## config.mk

```make
export PLATFORM = sky130hd
export DESIGN_NAME = inst_fifo_dual_flat
export DESIGN_NICKNAME = d
export VERILOG_FILES = /design/src/rtl/inst_fifo_dual_if.sv /design/src/rtl/inst_fifo_dual.sv /design/src/flat_wrapper.sv
export SDC_FILE = /design/constraint.sdc
export NUM_CORES = 2
export LEC_CHECK = 0
export BUFFER_PORTS_ARGS = -buffer_cell sky130_fd_sc_hd__buf_2
export CAP_MARGIN = 0
export CORE_UTILIZATION = 42
export CTS_CLUSTER_SIZE = 30
export DETAILED_ROUTE_END_ITERATION = 6
export PLACE_DENSITY = 0.69
export SLEW_MARGIN = 20
export SYNTH_ARGS = -nofsm -noshare
export SYNTH_HDL_FRONTEND = slang
export SYNTH_SLANG_ARGS = --single-unit
```

## constraint.sdc

```tcl
create_clock -name clk -period 6.1 [get_ports clk]
set_input_delay 1.22 -clock clk [delete_from_list [all_inputs] [get_ports clk]]
set_output_delay 1.22 -clock clk [all_outputs]
set_load 0.02 [all_outputs]
```

## src/rtl/inst_fifo_dual_if.sv

```systemverilog
// Fetch/decode bus of the dual-issue instruction buffer.
// The slave modport is the FIFO's view; master is the fetch/decode side.
interface inst_fifo_dual_if #(
    parameter int DEPTH  = 16,
    parameter int INST_W = 32,
    parameter int ADDR_W = 32,
    parameter int PACK_W = 36
);
    localparam int CNT_W = $clog2(DEPTH) + 1;

    logic              flush_i;
    logic [INST_W-1:0] in_inst1_i,  in_inst2_i;
    logic [ADDR_W-1:0] in_addr1_i,  in_addr2_i;
    logic [PACK_W-1:0] in_pack0_i,  in_pack1_i;
    logic              in_valid1_i, in_valid2_i;
    logic              full_o;
    logic [INST_W-1:0] out_inst1_o, out_inst2_o;
    logic [ADDR_W-1:0] out_addr1_o, out_addr2_o;
    logic [PACK_W-1:0] out_pack0_o, out_pack1_o;
    logic              out_valid1_o, out_valid2_o;
    logic [1:0]        issue_num_i;
    logic [CNT_W-1:0]  count_o;

    modport slave (
        input  flush_i, in_inst1_i, in_inst2_i, in_addr1_i, in_addr2_i,
               in_pack0_i, in_pack1_i, in_valid1_i, in_valid2_i, issue_num_i,
        output full_o, out_inst1_o, out_inst2_o, out_addr1_o, out_addr2_o,
               out_pack0_o, out_pack1_o, out_valid1_o, out_valid2_o, count_o
    );

    modport master (
        output flush_i, in_inst1_i, in_inst2_i, in_addr1_i, in_addr2_i,
               in_pack0_i, in_pack1_i, in_valid1_i, in_valid2_i, issue_num_i,
        input  full_o, out_inst1_o, out_inst2_o, out_addr1_o, out_addr2_o,
               out_pack0_o, out_pack1_o, out_valid1_o, out_valid2_o, count_o
    );
endinterface

```

## src/rtl/inst_fifo_dual.sv

```systemverilog
// Instruction buffer between ICache and decode: 2-wide push, 2-wide
// first-word-fall-through read, 0/1/2 retire per cycle, flush.
module inst_fifo_dual #(
    parameter int DEPTH  = 16,
    parameter int INST_W = 32,
    parameter int ADDR_W = 32,
    parameter int PACK_W = 36
) (
    input  logic               clk,
    input  logic               rst,
    inst_fifo_dual_if.slave    bus
);
    localparam int PTR_W = $clog2(DEPTH);
    localparam int CNT_W = PTR_W + 1;

    typedef struct packed {
        logic [INST_W-1:0] inst;
        logic [ADDR_W-1:0] addr;
        logic [PACK_W-1:0] pack;
    } entry_t;

    entry_t           mem_q [DEPTH];
    logic [PTR_W-1:0] head_q, head_d, tail_q, tail_d, tail_p1;
    logic [CNT_W-1:0] count_q, count_d;
    logic [1:0]       push_n, pop_n, iss;
    logic             full;
    entry_t           wr_ent [2];
    entry_t           rd_ent [2];
    logic [1:0]       rd_vld;

    // Fewer than two free slots stalls fetch, so even a single push waits.
    assign full    = count_q > CNT_W'(DEPTH - 2);
    assign tail_p1 = tail_q + PTR_W'(1);
    assign wr_ent[0] = '{inst: bus.in_inst1_i, addr: bus.in_addr1_i, pack: bus.in_pack0_i};
    assign wr_ent[1] = '{inst: bus.in_inst2_i, addr: bus.in_addr2_i, pack: bus.in_pack1_i};

    // Push/pop amounts and next pointer state; flush overrides everything.
    always_comb begin
        push_n  = 2'd0;
        if (!full && bus.in_valid1_i)
            push_n = bus.in_valid2_i ? 2'd2 : 2'd1;
        iss     = bus.issue_num_i[1] ? 2'd2 : bus.issue_num_i;
        pop_n   = (CNT_W'(iss) > count_q) ? count_q[1:0] : iss;
        head_d  = head_q + PTR_W'(pop_n);
        tail_d  = tail_q + PTR_W'(push_n);
        count_d = count_q + CNT_W'(push_n) - CNT_W'(pop_n);
        if (bus.flush_i) begin
            head_d  = '0;
            tail_d  = '0;
            count_d = '0;
        end
    end

    // Pointer and occupancy registers.
    always_ff @(posedge clk or negedge rst) begin
        if (!rst) begin
            head_q  <= '0;
            tail_q  <= '0;
            count_q <= '0;
        end else begin
            head_q  <= head_d;
            tail_q  <= tail_d;
            count_q <= count_d;
        end
    end

    // Storage array; contents are not reset, occupancy decides what is live.
    always_ff @(posedge clk) begin
        if (!bus.flush_i && push_n != 2'd0) begin
            mem_q[tail_q] <= wr_ent[0];
            if (push_n == 2'd2)
                mem_q[tail_p1] <= wr_ent[1];
        end
    end

    // Two read lanes at head and head+1; data forced to zero when not valid.
    for (genvar l = 0; l < 2; l++) begin : g_rd
        logic [PTR_W-1:0] ptr;
        assign ptr       = head_q + PTR_W'(l);
        assign rd_vld[l] = count_q > CNT_W'(l);
        assign rd_ent[l] = rd_vld[l] ? mem_q[ptr] : '0;
    end

    assign bus.full_o       = full;
    assign bus.count_o      = count_q;
    assign bus.out_valid1_o = rd_vld[0];
    assign bus.out_valid2_o = rd_vld[1];
    assign bus.out_inst1_o  = rd_ent[0].inst;
    assign bus.out_addr1_o  = rd_ent[0].addr;
    assign bus.out_pack0_o  = rd_ent[0].pack;
    assign bus.out_inst2_o  = rd_ent[1].inst;
    assign bus.out_addr2_o  = rd_ent[1].addr;
    assign bus.out_pack1_o  = rd_ent[1].pack;
endmodule

```

## src/flat_wrapper.sv

```systemverilog
// flat-port wrapper written by rule: the top's interface ports become plain ports
module inst_fifo_dual_flat 
#(
    parameter int DEPTH  = 16,
    parameter int INST_W = 32,
    parameter int ADDR_W = 32,
    parameter int PACK_W = 36
)
  (clk, rst, bus_flush_i, bus_in_inst1_i, bus_in_inst2_i, bus_in_addr1_i, bus_in_addr2_i, bus_in_pack0_i, bus_in_pack1_i, bus_in_valid1_i, bus_in_valid2_i, bus_issue_num_i, bus_full_o, bus_out_inst1_o, bus_out_inst2_o, bus_out_addr1_o, bus_out_addr2_o, bus_out_pack0_o, bus_out_pack1_o, bus_out_valid1_o, bus_out_valid2_o, bus_count_o);
  inst_fifo_dual_if #(.DEPTH(DEPTH), .INST_W(INST_W), .ADDR_W(ADDR_W), .PACK_W(PACK_W)) bus_i ();
  input  logic clk;
  input  logic rst;
  input wire logic [$bits(bus_i.flush_i)-1:0] bus_flush_i;
  input wire logic [$bits(bus_i.in_inst1_i)-1:0] bus_in_inst1_i;
  input wire logic [$bits(bus_i.in_inst2_i)-1:0] bus_in_inst2_i;
  input wire logic [$bits(bus_i.in_addr1_i)-1:0] bus_in_addr1_i;
  input wire logic [$bits(bus_i.in_addr2_i)-1:0] bus_in_addr2_i;
  input wire logic [$bits(bus_i.in_pack0_i)-1:0] bus_in_pack0_i;
  input wire logic [$bits(bus_i.in_pack1_i)-1:0] bus_in_pack1_i;
  input wire logic [$bits(bus_i.in_valid1_i)-1:0] bus_in_valid1_i;
  input wire logic [$bits(bus_i.in_valid2_i)-1:0] bus_in_valid2_i;
  input wire logic [$bits(bus_i.issue_num_i)-1:0] bus_issue_num_i;
  output wire logic [$bits(bus_i.full_o)-1:0] bus_full_o;
  output wire logic [$bits(bus_i.out_inst1_o)-1:0] bus_out_inst1_o;
  output wire logic [$bits(bus_i.out_inst2_o)-1:0] bus_out_inst2_o;
  output wire logic [$bits(bus_i.out_addr1_o)-1:0] bus_out_addr1_o;
  output wire logic [$bits(bus_i.out_addr2_o)-1:0] bus_out_addr2_o;
  output wire logic [$bits(bus_i.out_pack0_o)-1:0] bus_out_pack0_o;
  output wire logic [$bits(bus_i.out_pack1_o)-1:0] bus_out_pack1_o;
  output wire logic [$bits(bus_i.out_valid1_o)-1:0] bus_out_valid1_o;
  output wire logic [$bits(bus_i.out_valid2_o)-1:0] bus_out_valid2_o;
  output wire logic [$bits(bus_i.count_o)-1:0] bus_count_o;
  assign bus_i.flush_i = bus_flush_i;
  assign bus_i.in_inst1_i = bus_in_inst1_i;
  assign bus_i.in_inst2_i = bus_in_inst2_i;
  assign bus_i.in_addr1_i = bus_in_addr1_i;
  assign bus_i.in_addr2_i = bus_in_addr2_i;
  assign bus_i.in_pack0_i = bus_in_pack0_i;
  assign bus_i.in_pack1_i = bus_in_pack1_i;
  assign bus_i.in_valid1_i = bus_in_valid1_i;
  assign bus_i.in_valid2_i = bus_in_valid2_i;
  assign bus_i.issue_num_i = bus_issue_num_i;
  assign bus_full_o = bus_i.full_o;
  assign bus_out_inst1_o = bus_i.out_inst1_o;
  assign bus_out_inst2_o = bus_i.out_inst2_o;
  assign bus_out_addr1_o = bus_i.out_addr1_o;
  assign bus_out_addr2_o = bus_i.out_addr2_o;
  assign bus_out_pack0_o = bus_i.out_pack0_o;
  assign bus_out_pack1_o = bus_i.out_pack1_o;
  assign bus_out_valid1_o = bus_i.out_valid1_o;
  assign bus_out_valid2_o = bus_i.out_valid2_o;
  assign bus_count_o = bus_i.count_o;
  inst_fifo_dual #(.DEPTH(DEPTH), .INST_W(INST_W), .ADDR_W(ADDR_W), .PACK_W(PACK_W)) u_core (.clk(clk), .rst(rst), .bus(bus_i));
endmodule
```

Yosys cells after proc, flatten, opt, wreduce, memory -nomap -nowiden
Memory sizes are Yosys's and may differ from the RTL's.
Index checks and enable logic that the tools add are counted.
- bits in latches: 0
- memory bits (read-only): 0
- memory bits (writable): 1600
- register bits: 13
- memories kept: 1
- input bits: 207
- reductions and logical operators: 5
- bitwise logic cells: 0
- div/mod/pow operators: 0
- muxes and demuxes: 14
- $lt $le $gt $ge: 4
- add/sub/neg operators: 6
- equality and inequality tests: 1
- shift operators: 0
- multipliers: 0
- memory list (memory ; words ; width ; rd ports ; clocked after Yosys merged registers in ; write ports ; line ; source):
    u_core.mem_q ; 16 ; 100 ; 2 ; 0 ; 2 ; inst_fifo_dual.sv:22 ; entry_t mem_q [DEPTH];
- operators by type and width (operator ; number):
    100-bit 2-to-1 mux ; 2
    5-bit by 1-bit > comparator with 1-bit output (second input constant) ; 2
    4-bit by 1-bit adder with 4-bit output (second input constant) ; 2
    4-bit by 2-bit adder with 4-bit output ; 2
    2-bit 2-to-1 mux ; 4
    4-bit 2-to-1 mux ; 2
    5-bit by 2-bit adder with 5-bit output ; 1
    2-bit by 5-bit > comparator with 1-bit output ; 1
    5-bit by 4-bit > comparator with 1-bit output (second input constant) ; 1
    1-bit 2-to-1 mux ; 5
    5-bit 2-to-1 mux ; 1
    5-bit by 2-bit subtractor with 5-bit output ; 1
    2-bit equality test (second input constant) ; 1
    1-bit logical AND ; 2
    1-bit zero test ; 2
    2-bit nonzero test ; 1

Depth between registers and ports, before layout
- word-level depth: 8
- gate-level depth with buffers: 15
- depth with buffers taken out: 15

Worst setup path before layout
Ideal clock, no wire load.
- path kind: input-to-reg
- start point: input port bus_flush_i
- end point: memory u_core.mem_q[0][0] (netlist name) (enable)
- path slack: -1263 ps
- required time: 5506 ps
- path buffers: 1
- stages on the path: 4
- setup time: 594 ps
- arrival: 6770 ps
- cells stage by stage: nor3b_1 -> o2111ai_1 -> buf_2 -> o22ai_1
- RTL lines (item ; line ; source):
    start: declaration ; flat_wrapper.sv:13 ; input wire logic [$bits(bus_i.flush_i)-1:0] bus_flush_i;
    end: declaration ; inst_fifo_dual.sv:22 ;

Worst setup path after layout
- start point: register u_core.count_q[2], in the netlist u_core.bus.count_o[2]
- end point: output port bus_out_pack1_o[18]
- longest elaborated chain between the ends: 2
- ends and longest elaborated chain (item ; line ; source):
    start: declaration ; inst_fifo_dual.sv:24 ; logic [CNT_W-1:0] count_q, count_d;
    start signal: assignment ; inst_fifo_dual.sv:63 ; count_q <= count_d;
    5-bit by 1-bit > comparator with 1-bit output ; inst_fifo_dual.sv:80 ; assign rd_vld[l] = count_q > CNT_W'(l);
    100-bit 2-to-1 mux ; inst_fifo_dual.sv:81 ; assign rd_ent[l] = rd_vld[l] ? mem_q[ptr] : '0;
    end: declaration ; flat_wrapper.sv:29 ; output wire logic [$bits(bus_i.out_pack1_o)-1:0] bus_out_pack1_o;
Every way passes these cells.

==> metrics.csv <==
metric;value;unit
detailed-placement wirelength estimate;167000;um
Core Box Area;221000;um2
area of the die;225000;um2
DRC marker count from the first detailed-route iteration;6701;
ratio of final minimum period to clock period;95.0;%
reg-to-reg slack, setup;2.27;ns
Critical path origin;u_core.bus.count_o[2];
# rows;172;
post-place instance area;98900;um2
number of enable-type register cells in the synthesized netlist;1600;
portion of netlist area occupied by mux cells;42.8;%
post-synthesis share of cell area spent on and, or, nand and nor gates;0.374;%
vias per inst;6.58;
fill cell total of the finished layout;18500;
Layout Cell Area excl Fill;105000;um2
number of global-route vias before repair;58100;
maximum level of the CTS H-tree;4;
final-report max-slew violation count;0;
Placed Cells incl. Taps;8277;
overall die height;474;um
number of buffers on the longest clock path;3;
synthesized cell area;93600;um2
final number of setup-violating endpoints;0;
CTS tree;yes;
IR drop worst, VDD;0.515;mV
Max Fanout on Critical Path;30;
global routing met3 resource utilization;4.41;%
post-route non-filler standard cell count;8647;
final period demand of the worst path;5.79;ns
cell count after synthesis;5390;
dominant synthesized flop cell;edfxtp_1;
reg-to-reg endpoint;u_core.mem_q[1][17];
outcome;complete, no violations;
mean instance size in the synthesized netlist;17.4;um2
multi-input logic area;42600;um2
clock tree skew after final layout;0.0216;ns
Worst Setup Path Type;reg -> out;
unrepaired setup endpoints after global routing;false;
worst setup slack before clock tree synthesis;1.23;ns
post-synthesis compound-gate area fraction;1.55;%
net count of the mapped netlist;5618;
number of buffers created by CTS;180;
layout cells sized above 1;53.8;%
number of synthesized register bits;1613;
total power;0.0440;W
synthesized-area fraction occupied by xor and xnor cells;0.0749;%
count of maximum capacitance violations;0;
Worst-Skew Late Latency;0.86;ns
GRT Total Usage;26.6;%
Horiz. Die Dim;474;um
kind of end point of the critical path;primary output;
number of port buffers;414;
Sinks on Clock Net;1613;
unique cell type count in the Yosys netlist;41;
smallest setup slack after layout;0.307;ns
clock slew seen by the registers of the worst setup and hold paths;0.06;ns
startpoint kind of the worst setup timing path;flop;
wire length after detailed routing;302000;um
Worst slew margin;25.6;%
Synth Area in Adders;0.313;%
Hold Buf Count CTS;0;
root cell of the clock tree;clkbuf_16;
Yosys warnings;0;
worst min-delay path category;in -> async;
number of search-and-repair iterations in the first detailed-routing pass;6;
number of post-CTS setup repair buffers;0;
count of final hold-check violations;0;
total via count after detailed routing;56900;
Critical Path AT;4.57;ns
sequential cell area fraction in the yosys report;51.7;%
global routing's busiest layer;met2;
Final Net Count;5729;
required time of the critical path;4.88;ns
number of antenna-violating nets in the routed design;0;
Pleak;33.2;nW
initial antenna violation count;80;
starting utilization of the core area;42.4;%
last weighted congestion value of the routability-driven placer;0.801;
maximum number of pins on one net before global-route repair;137;
capturing instance or port of the critical path;bus_out_pack1_o[18];
routing usage on met1;34.4;%
share of flip-flops with an asynchronous set or reset;0.806;%
post-cts repair resize count;0;
power density normalized to cell area;421;nW/um2
Worst Reg2Reg Path Length in Cells;8;
sequential standard cell area;48400;um2
overflow left after global routing;0;
area growth from synthesis to final layout;11.8;%
number of remaining DRC errors;0;
Least-Margin Pin Slew;1.12;ns
RR Startpoint;u_core.bus.count_o[4];
largest family of logic cells by synthesized area;multiplexers;
Max Clock Freq;173;MHz
first-pass GRT wire length;429000;um
GR met2 Demand/Resource;44.2;%
I/O pin count;415;
WL/cell;35.0;um
sequential cells by signal, indices dropped and copies added (netlist names):
register,cells
u_core.bus.count_o,5
u_core.head_q,4
u_core.mem_q,1600
u_core.tail_q,4
power breakdown:
part / switching, W / internal [W]
Clock: 0.00471 / 0.00599
Combinational: 0.0115 / 0.00909
Sequential: 0.000188 / 0.0125
Total: 0.0164 / 0.0276
metrics by stage:
stage	TNS [ns]	utilization, %	hold slack (ns)
CTS	0	47.4	0.226
floorplan	-989.34	-	0.609
global placement	0	44.8	0.644
finish	0	47.4	0.277
detailed placement	0	44.8	0.674
global route	0	47.4	0.267
per-layer routing:
metal	routed length (um)	up-vias
li1	-	22700
met1	116000	30300
met2	149000	3201
met3	25200	614
met4	11400	30
met5	184	-
worst min-delay path by stage:
stage                                 from                    end  cells past startpoint
after detailed placement  u_core.tail_q[0]       u_core.tail_q[0]                      2
final                                  rst  u_core.bus.count_o[4]                      1
after CTS                              rst  u_core.bus.count_o[2]                      1
after global placement    u_core.tail_q[0]       u_core.tail_q[0]                      2
after floorplan           u_core.head_q[0]       u_core.head_q[0]                      2
after global routing                   rst  u_core.bus.count_o[3]                      1
critical path, stage by stage (launching register included):
cell and delay [ns]:
dfrtp_1 0.44, inv_1 0.12, ha_1 0.21, nor2b_1 0.15, a32oi_1 0.69, nand2_4 0.57, buf_4 0.48, o22ai_1 0.69
buf_2 0.30
cells in the final DEF, fill, tap and decap left out, types with 3 or more instances in the layout:
cell type   Yosys  layout
nor2b_1         8       8
ha_1           17      16
nor2_4          4      15
buf_2         252     414
xnor2_1         3       3
clkinv_2        0      32
nand2b_1        6       4
diode_2         0      40
o22ai_4         0      16
inv_1          15      15
mux2_1        220     220
mux2_2       1381    1381
dfrtp_1        13      11
clkinv_1        2      55
a21oi_1         5       5
buf_12          0      70
inv_6           0       4
nor2_1         19      11
xor2_1          5       4
mux4_2        800     800
o22ai_1       216     200
fa_1            4       4
nand3_1         5       5
inv_16          0       6
edfxtp_1     1600    1600
mux2i_1       402     402
clkinvlp_4      0       4
buf_4          30      83
clkbuf_16       0     182
clkbuf_1      304      31
nand2_1         5       3
bufinv_16       0      12
cell usage after synthesis, types with 6 or more instances:
master | count | share of area, %
mux2_1 | 220 | 2.6
buf_2 | 252 | 1.3
buf_4 | 30 | 0.24
inv_1 | 15 | 0.060
dfrtp_1 | 13 | 0.35
clkbuf_1 | 304 | 1.2
edfxtp_1 | 1600 | 51
buf_6 | 10 | 0.12
nor2_1 | 19 | 0.076
buf_1 | 42 | 0.17
mux2_2 | 1381 | 17
nor2b_1 | 8 | 0.053
mux2i_1 | 402 | 4.3
o22ai_1 | 216 | 1.4
ha_1 | 17 | 0.23
nand2b_1 | 6 | 0.040
mux4_2 | 800 | 19
cells by family (layout without fill, tap and decap cells):
family | Yosys count | in the layout
adder cells (fa/ha/maj) | 21 | 21
AO/OA/AOI/OAI | 231 | 231
flip-flops | 1613 | 1613
other | 0 | 40
multiplexers | 2803 | 2803
AND/OR/NAND/NOR | 59 | 59
XOR/XNOR | 8 | 8
buffers and inverters | 655 | 914
layout make-up:
cell class / count / area share (%)
antenna: 40 / 0.0957
clock buffer: 213 / 4.46
clock inverter: 117 / 0.945
inverter: 17 / 0.0682
multi-input combinational: 3122 / 40.7
sequential: 1613 / 46.2
tap: 2958 / 3.54
timing repair buffer: 567 / 3.92
No activity file was read; power rests on OpenSTA's default activity.
